**config.mk**
```make
export PLATFORM = sky130hd
export DESIGN_NAME = control_sequencer_flat
export DESIGN_NICKNAME = d
export VERILOG_FILES = /design/src/rtl/control_sequencer_pkg.sv /design/src/rtl/control_sequencer_if.sv /design/src/rtl/control_sequencer_ring_counter.sv /design/src/rtl/control_sequencer.sv /design/src/flat_wrapper.sv
export SDC_FILE = /design/constraint.sdc
export NUM_CORES = 1
export LEC_CHECK = 0
export ABC_AREA = 1
export CORE_AREA = 3 3 52 54
export CTS_BUF_LIST = sky130_fd_sc_hd__clkbuf_2
export CTS_CLUSTER_SIZE = 40
export DETAILED_ROUTE_END_ITERATION = 8
export DIE_AREA = 0 0 55 57
export GPL_TIMING_DRIVEN = 0
export PLACE_DENSITY_LB_ADDON = 0.15
export SLEW_MARGIN = 20
export SYNTH_ARGS = -nofsm -noshare
export SYNTH_HDL_FRONTEND = slang
export SYNTH_HIERARCHICAL = 1
export SYNTH_SLANG_ARGS = --single-unit
```
**constraint.sdc**
```tcl
create_clock -name CLK -period 6.34 [get_ports CLK]
set_clock_uncertainty 0.2 [all_clocks]
set_input_delay 0.951 -clock CLK [delete_from_list [all_inputs] [get_ports CLK]]
set_output_delay 0.951 -clock CLK [all_outputs]
set_load 0.03 [all_outputs]
```
**src/rtl/control_sequencer_pkg.sv**
```systemverilog
// sap1_pkg: opcodes, control-word field positions and T-state encoding shared by
// the SAP-1 sequencer, bus registers and datapath top.
package sap1_pkg;
    localparam logic [3:0] OP_LDA = 4'h0;
    localparam logic [3:0] OP_ADD = 4'h1;
    localparam logic [3:0] OP_SUB = 4'h2;
    localparam logic [3:0] OP_OUT = 4'hE;
    localparam logic [3:0] OP_HLT = 4'hF;
    localparam int CP   = 11;
    localparam int EP   = 10;
    localparam int LM_N = 9;
    localparam int CE_N = 8;
    localparam int LI_N = 7;
    localparam int EI_N = 6;
    localparam int LA_N = 5;
    localparam int EA   = 4;
    localparam int SU   = 3;
    localparam int EU   = 2;
    localparam int LB_N = 1;
    localparam int LO_N = 0;
    localparam logic [11:0] CON_IDLE = 12'h3E3;
    // Each active word is the idle word with its asserted fields flipped.
    localparam logic [11:0] CON_T1   = CON_IDLE ^ (12'(1) << EP) ^ (12'(1) << LM_N);
    localparam logic [11:0] CON_T2   = CON_IDLE ^ (12'(1) << CP);
    localparam logic [11:0] CON_T3   = CON_IDLE ^ (12'(1) << CE_N) ^ (12'(1) << LI_N);
    localparam logic [11:0] CON_MAR4 = CON_IDLE ^ (12'(1) << EI_N) ^ (12'(1) << LM_N);
    localparam logic [11:0] CON_OUT4 = CON_IDLE ^ (12'(1) << EA) ^ (12'(1) << LO_N);
    localparam logic [11:0] CON_LDA5 = CON_IDLE ^ (12'(1) << CE_N) ^ (12'(1) << LA_N);
    localparam logic [11:0] CON_B5   = CON_IDLE ^ (12'(1) << CE_N) ^ (12'(1) << LB_N);
    localparam logic [11:0] CON_ADD6 = CON_IDLE ^ (12'(1) << LA_N) ^ (12'(1) << EU);
    localparam logic [11:0] CON_SUB6 = CON_ADD6 ^ (12'(1) << SU);
    typedef enum logic [5:0] {
        T1 = 6'b000001,
        T2 = 6'b000010,
        T3 = 6'b000100,
        T4 = 6'b001000,
        T5 = 6'b010000,
        T6 = 6'b100000
    } t_state_e;
endpackage

```
**src/rtl/control_sequencer_if.sv**
```systemverilog
// control_sequencer_if: run/opcode inputs and control-word/T-state/halt outputs of
// the sequencer; master is the sequencer, slave is the datapath side.
interface control_sequencer_if;
    logic        RUN;
    logic [3:0]  opcode;
    logic [11:0] con;
    logic [5:0]  t_state;
    logic        HLT;
    modport master (input RUN, opcode, output con, t_state, HLT);
    modport slave  (output RUN, opcode, input con, t_state, HLT);
endinterface

```
**src/rtl/control_sequencer_ring_counter.sv**
```systemverilog
// ring_counter: six-state one-hot T-state ring with enable, sync clear and early return.
module ring_counter
    import sap1_pkg::*;
(
    input  logic     clk,
    input  logic     rst,
    input  logic     en_i,
    input  logic     early_i,
    output t_state_e t_o
);
    t_state_e t_q, t_d;
    always_comb begin
        t_d = ($onehot(t_q) && !en_i) ? t_q : T1;
        if (en_i && !early_i)
            case (t_q)
                T1:      t_d = T2;
                T2:      t_d = T3;
                T3:      t_d = T4;
                T4:      t_d = T5;
                T5:      t_d = T6;
                default: t_d = T1;
            endcase
    end
    always_ff @(posedge clk)
        t_q <= rst ? T1 : t_d;
    assign t_o = t_q;
endmodule

```
**src/rtl/control_sequencer.sv**
```systemverilog
// control_sequencer: SAP-1 controller; decodes opcode and T-state into the
// 12-bit control word and latches the halt flag.
module control_sequencer
    import sap1_pkg::*;
#(
    parameter bit EARLY_END = 1'b0
) (
    input  logic CLK,
    input  logic CLR,
    control_sequencer_if.master bus
);
    t_state_e t;
    logic     hlt_q, hlt_d, halting, is_nop, early, en;
    assign halting = bus.RUN && !hlt_q && t == T4 && bus.opcode == OP_HLT;
    assign is_nop  = !(bus.opcode inside {OP_LDA, OP_ADD, OP_SUB, OP_OUT, OP_HLT});
    assign early   = EARLY_END && ((t == T5 && bus.opcode == OP_LDA) ||
                                   (t == T4 && bus.opcode == OP_OUT) ||
                                   (t == T3 && is_nop));
    assign en      = bus.RUN && !hlt_q && !halting;
    assign hlt_d   = hlt_q || halting;
    ring_counter u_ring (
        .clk     (CLK),
        .rst     (CLR),
        .en_i    (en),
        .early_i (early),
        .t_o     (t)
    );
    always_ff @(posedge CLK)
        hlt_q <= CLR ? 1'b0 : hlt_d;
    // Gating on RUN keeps a stalled state from re-issuing its pulse (e.g. Cp).
    always_comb begin
        bus.con = CON_IDLE;
        if (!CLR && bus.RUN && !hlt_q)
            case (t)
                T1: bus.con = CON_T1;
                T2: bus.con = CON_T2;
                T3: bus.con = CON_T3;
                T4: bus.con = (bus.opcode == OP_OUT) ? CON_OUT4 :
                              (bus.opcode inside {OP_LDA, OP_ADD, OP_SUB}) ? CON_MAR4 : CON_IDLE;
                T5: bus.con = (bus.opcode == OP_LDA) ? CON_LDA5 :
                              (bus.opcode inside {OP_ADD, OP_SUB}) ? CON_B5 : CON_IDLE;
                T6: bus.con = (bus.opcode == OP_ADD) ? CON_ADD6 :
                              (bus.opcode == OP_SUB) ? CON_SUB6 : CON_IDLE;
                default: bus.con = CON_IDLE;
            endcase
    end
    assign bus.t_state = t;
    assign bus.HLT     = hlt_q;
endmodule

```
**src/flat_wrapper.sv**
```systemverilog
// flat-port wrapper written by rule: the top's interface ports become plain ports
module control_sequencer_flat import sap1_pkg::*;
#(
    parameter bit EARLY_END = 1'b0
)
  (CLK, CLR, bus_RUN, bus_opcode, bus_con, bus_t_state, bus_HLT);
  control_sequencer_if bus_i ();
  input  logic CLK;
  input  logic CLR;
  input wire logic [$bits(bus_i.RUN)-1:0] bus_RUN;
  input wire logic [$bits(bus_i.opcode)-1:0] bus_opcode;
  output wire logic [$bits(bus_i.con)-1:0] bus_con;
  output wire logic [$bits(bus_i.t_state)-1:0] bus_t_state;
  output wire logic [$bits(bus_i.HLT)-1:0] bus_HLT;
  assign bus_i.RUN = bus_RUN;
  assign bus_i.opcode = bus_opcode;
  assign bus_con = bus_i.con;
  assign bus_t_state = bus_i.t_state;
  assign bus_HLT = bus_i.HLT;
  control_sequencer #(.EARLY_END(EARLY_END)) u_core (.CLK(CLK), .CLR(CLR), .bus(bus_i));
endmodule
```
Word level (Yosys, flattened, before mapping). Index checks and enable logic that the tools add are counted.

Equal/unequal tests: 12. Mux-type cells: 11. Add/subtract/negate cells: 5. Reduce and logical (&&, ||, !) cells: 15.

Operator list (number): 12-bit case mux with 6 select lines (1); 12-bit 2-to-1 mux (4); 6-bit case mux with 5 select lines (1); 6-bit 2-to-1 mux (3); 10-bit 2-to-1 mux (1); 9-bit 2-to-1 mux (1); 4-bit equality test, second input constant (2); 1-bit logical AND (7); 1-bit by 1-bit adder with 2-bit output (3); 3-bit by 2-bit adder with 3-bit output (2); 6-bit by 1-bit equality test with 1-bit output, second input constant (1); 6-bit by 2-bit equality test with 1-bit output, second input constant (1); 6-bit by 3-bit equality test with 1-bit output, second input constant (1); 6-bit by 4-bit equality test with 1-bit output, second input constant (1); 6-bit by 5-bit equality test with 1-bit output, second input constant (1); 6-bit equality test, second input constant (1); 4-bit by 1-bit equality test with 1-bit output, second input constant (1); 4-bit by 2-bit equality test with 1-bit output, second input constant (1); 1-bit logical NOT (4); 4-bit logical NOT (1); 3-bit by 1-bit equality test with 1-bit output, second input constant (1); 3-bit nonzero test (1); 2-bit != test, second input constant (1); 2-bit nonzero test (1); 1-bit logical OR (1).

Bits in registers: 7. Input port bits: 7. Output and inout port bits: 19. Logic and storage cells: 45.

Depth between registers and ports, before layout. Gate-level depths: netlist (run 1).

Depth after elaboration: 10. Depth in mapped cells: 12. Gate-level depth less buffers: 12.

Modules after synthesis. The synthesis (run 1) kept the hierarchy.

By module, submodules not included: ring_counter (times used 1, sequential area each 120.1 sq um, cells an instance 55, area each 457.9 sq um); control_sequencer (times used 1, sequential area each 20.0 sq um, cells an instance 93, area each 432.9 sq um).

Worst setup path before layout (run 1). OpenSTA, ideal clock, no wires.

Path type: register to register. From: register u_core.u_ring.t_q[0], in the netlist u_core/u_ring/t_o[0]. To: register u_core.u_ring.t_q[5], in the netlist u_core/u_ring/t_o[5]. Setup slack: 3119 ps. Data arrival time: 2955 ps. Data required time: 6074 ps. Buffers on the path: 0. Library setup time: 66 ps. Clock period less this slack: 3221 ps. Cell stages (with the launch flop): 10. Cells stage by stage: dfxtp_1 > inv_1 > fa_1 > fa_1 > inv_1 > ha_1 > fa_1 > nor3_4 > nand2_1 > a21oi_2.

Word-level cells in the longest chain between the ends: 8. Elaborated cells on any way between the ends: 18. Those cells by class: 3 x add/sub; 7 x eq/ne; 2 x mux; 6 x reduce/logical.

RTL lines: start, declared (line control_sequencer_ring_counter.sv:11) `t_state_e t_q, t_d;`; start signal, assigned (line control_sequencer_ring_counter.sv:25) `t_q <= rst ? T1 : t_d;`; branches (longest 8 deep; another with 3-bit by 2-bit adder with 3-bit output).

Parallel ways; which one is timed is not known. A chain may end at the register's enable or synchronous reset.

Worst setup path in the final report (run 1).
From: input port CLR. To: output port bus_con[6].

Word-level cells in the longest chain between the ends: 4.

RTL lines: start, declared (line flat_wrapper.sv:9) `input logic CLR;`; 1-bit logical NOT (line control_sequencer.sv:33) `if (!CLR && bus.RUN && !hlt_q)`; 1-bit logical AND (2 in a row) (line control_sequencer.sv:33); 12-bit 2-to-1 mux (line control_sequencer.sv:33); end, declared (line flat_wrapper.sv:12) `output wire logic [$bits(bus_i.con)-1:0] bus_con;`.

No other way between the ends.

==> flow_summary.ini, run 1 <==
[worst_setup_path]
crit_family = buffers and inverters
cp-start-kind = input pin
crit_start = CLR
path_depth = 8
path_cells = clkdlybuf4s50_1 > nor2_2 > nand2_1 > inv_1 > nand2_1 > nor2_1 > nand3_1 > clkdlybuf4s50_1
cp_max_fo = 8
crit_arrival_ns = 2.85
worst-setup-path-type = input pin to primary output
crit_buf_inv = 3
critPathRequiredTime_ns = 5.19
slowest_delay_ns = 0.60
reg2reg_from = u_core/u_ring/t_o[0]
endpoint_kind = primary output
critPathSlowestCell = clkdlybuf4s50_1
r2r_cells = 9

[pwr]
p_comb_frac = 0.416
swShare = 0.383
p_leak_uw = 0.000552
switching_power_uw = 52.3
peakVddDrop_v = 0.000140
p_per_area_nw_per_um2 = 114
power_frac_clock = 0.229
p_int_uw = 84.4
power_frac_seq = 0.355

[floorplanning]
die_y_um = 57
die_w_um = 55
initial_core_util = 0.395
core_area_um2 = 2250
io_pins = 26
die_area_um2 = 3140
rows = 17

[sta]
finalSetupTns_ns = 0
layout_setup_ws_ns = 2.34
slew_violations = 0
fmax_ghz = 0.250
finalCritPeriodShare = 0.631
setup_violations = 0
hold_viol_final = 0
holdWs_ns = 0.278
min_period_ns = 4.00
rsz0062_at_grt = no

[drt]
drt-initial-drc-count = 18
firstDrtPassIters = 3
wire_per_inst_um = 10.7
wl_um = 2200
drc_errors = 0
via_per_inst = 4.81
vias = 987
postRouteAntennaNets = 0

[final_layout]
drive_gt1_frac = 0.124
area_delta_synth_final_pct = 34.3
num_antenna_cells = 0
fillCellCount = 244
num-nets-final = 192

[synthesis]
ys_types = 25
synth_nets = 162
synthCells = 148
synth_warnings = 6
synthTopCellsByCount = nand2_1 (34), nor2_1 (32), inv_1 (24)
ys.flop_type = dfxtp_1
synth.most_common_cell = nand2_1
postSynthAreaPerCell_um2 = 6.02
async_flop_share = 0
yosys-top-cells-area = dfxtp_1 (16%), nand2_1 (14%), nor2_1 (13%)
synth-seq-cells = 7
synth_top_area_frac = 0.157
syn_area_um2 = 891
synth.largest_area_cell = dfxtp_1
synth.yosys.seq_area_share = 0.157
synth_edf_count = 0

[cts]
ctsLongestPathBuffers = 2
cts-root-buf = clkbuf_2
clk_latency_ns = 0.22
htree_num_levels = 1
path_clk_slew_ns = 0.07
numClockSinks = 7
cts_setup_buffers = 0
cts-hold-fix-buffers = 0
post_cts_resized = 0
numCtsBuffers = 3
cts_tree = built

[global_route]
grt_max_degree = 10
grt_pass1_vias = 924
grt-ovfl-total = 0
track_usage = 0.154
grt_pass1_wl_um = 3710
antenna_found_initial = 0

[flow_run]
cap_violations = 0

[place]
place_congestion = 0.781
dpl.hpwl_um = 1820
io_buffers = 25
pre_cts_ws_ns = 2.33

[min_path]
min_path_cells = 2
hold_class = flop to flop
hp-start = u_core/bus.HLT

[run_status]
run_status = completed
[sequential cells by signal, indices dropped and copies added, names as in the netlist]
signal             cells
u_core/u_ring/t_o      6
u_core/bus.HLT         1
[kinds of logic after synthesis]
logic type	share of synthesized area
AO/OA/AOI/OAI	0.0913
adder cells (fa/ha/maj)	0.124
buffers and inverters	0.114
flip-flops	0.157
other	0.00421
AND/OR/NAND/NOR	0.510
[metrics by stage]
step                cell area (um2)  utilization  std cells  power [uW]
global route                   1200        0.531        205         148
global placement               1180        0.522        201         105
floorplan                       891            -        148        87.4
CTS                            1200        0.531        205         138
finish                         1200        0.531        205         137
detailed placement             1180        0.522        201         106
[worst reg2reg max path, stage by stage, from the launching register on]
cell and delay, ns:
dfxtp_1 0.52, inv_1 0.16, fa_1 0.52, fa_1 0.49, inv_1 0.04, ha_1 0.18
fa_1 0.48, nor3_4 0.34, nand2_1 0.11, a21oi_2 0.14
[cells in the final DEF, fill, tap and decap left out, drive strengths merged]
cell / instances
a21o: 1
a21oi: 7
a31oi: 1
clkbuf: 4
clkdlybuf4s50: 25
conb: 1
dfxtp: 7
fa: 3
ha: 4
inv: 27
nand2: 36
nand3: 9
nand4: 8
nor2: 37
nor3: 2
o211ai: 1
o21ai: 2
or2: 2
[power by group through the flow]
stage | logic, uW | registers, uW | clock network (uW)
after floorplan | 36.3 | 51.1 | 0
after global placement | 55.8 | 49.6 | 0
after detailed placement | 56.7 | 49.7 | 0
after CTS | 56.8 | 48.6 | 32.5
after global routing | 62.8 | 48.9 | 36.2
final | 56.8 | 48.5 | 31.4
[final timing paths]
path	to	slack (ns)
setup reg to reg	u_core/u_ring/t_o[5]	3.09
setup / recovery	bus_con[6]	2.34
hold / removal	u_core/bus.HLT	0.28
hold reg to reg	u_core/bus.HLT	0.28
[layout make-up]
type | count | area, um2 | area share
Multi-Input combinational cell | 114 | 649 | 0.543
Timing Repair Buffer | 25 | 250 | 0.209
Sequential cell | 7 | 140 | 0.117
Inverter | 27 | 101 | 0.0847
Tap cell | 28 | 35.0 | 0.0293
Clock buffer | 4 | 20.0 | 0.0167
[routing by layer]
metal | GRT usage | vias to the layer above | wire, um | share of wire
li1 | - | 516 | - | -
met4 | 0.0313 | 0 | 8 | 0.0036
met5 | 0 | - | 0 | 0
met3 | 0.0209 | 2 | 110 | 0.050
met2 | 0.291 | 19 | 1150 | 0.52
met1 | 0.176 | 450 | 932 | 0.42
Note: power is estimated with default switching activity, not from simulation.
==> run 2: changes to the inputs <==
==> constraint.sdc (replaced) <==
create_clock -name CLK -period 3.8 [get_ports CLK]
set_clock_uncertainty 0.2 [all_clocks]
set_input_delay 0.57 -clock CLK [delete_from_list [all_inputs] [get_ports CLK]]
set_output_delay 0.57 -clock CLK [all_outputs]
set_load 0.03 [all_outputs]
==> results of run 2 <==
Same layout as run 1 (identical final DEF). Status: completed.
Among the figures that moved: setup slack after placement 2.33 ns -> 0.531 ns; setup slack after layout 2.34 ns -> 0.547 ns; start point of the critical path CLR -> u_core/u_ring/t_o[0]; end point of the critical path bus_con[6] -> u_core/u_ring/t_o[5]; register-to-register setup slack 3.09 ns -> 0.55 ns; total power 137 uW -> 228 uW; worst IR drop on VDD 0.000140 V -> 0.000233 V
==> run 3: changes to the inputs <==
==> constraint.sdc (replaced) <==
create_clock -name CLK -period 3.5 [get_ports CLK]
set_clock_uncertainty 0.2 [all_clocks]
set_input_delay 0.525 -clock CLK [delete_from_list [all_inputs] [get_ports CLK]]
set_output_delay 0.525 -clock CLK [all_outputs]
set_load 0.03 [all_outputs]
==> results of run 3 <==
Same layout as run 1 (identical final DEF). Status: completed.
Among the figures that moved: setup slack after placement 2.33 ns -> 0.231 ns; setup slack after layout 2.34 ns -> 0.247 ns; start point of the critical path CLR -> u_core/u_ring/t_o[0]; end point of the critical path bus_con[6] -> u_core/u_ring/t_o[5]; register-to-register setup slack 3.09 ns -> 0.25 ns; total power 137 uW -> 248 uW; worst IR drop on VDD 0.000140 V -> 0.000253 V
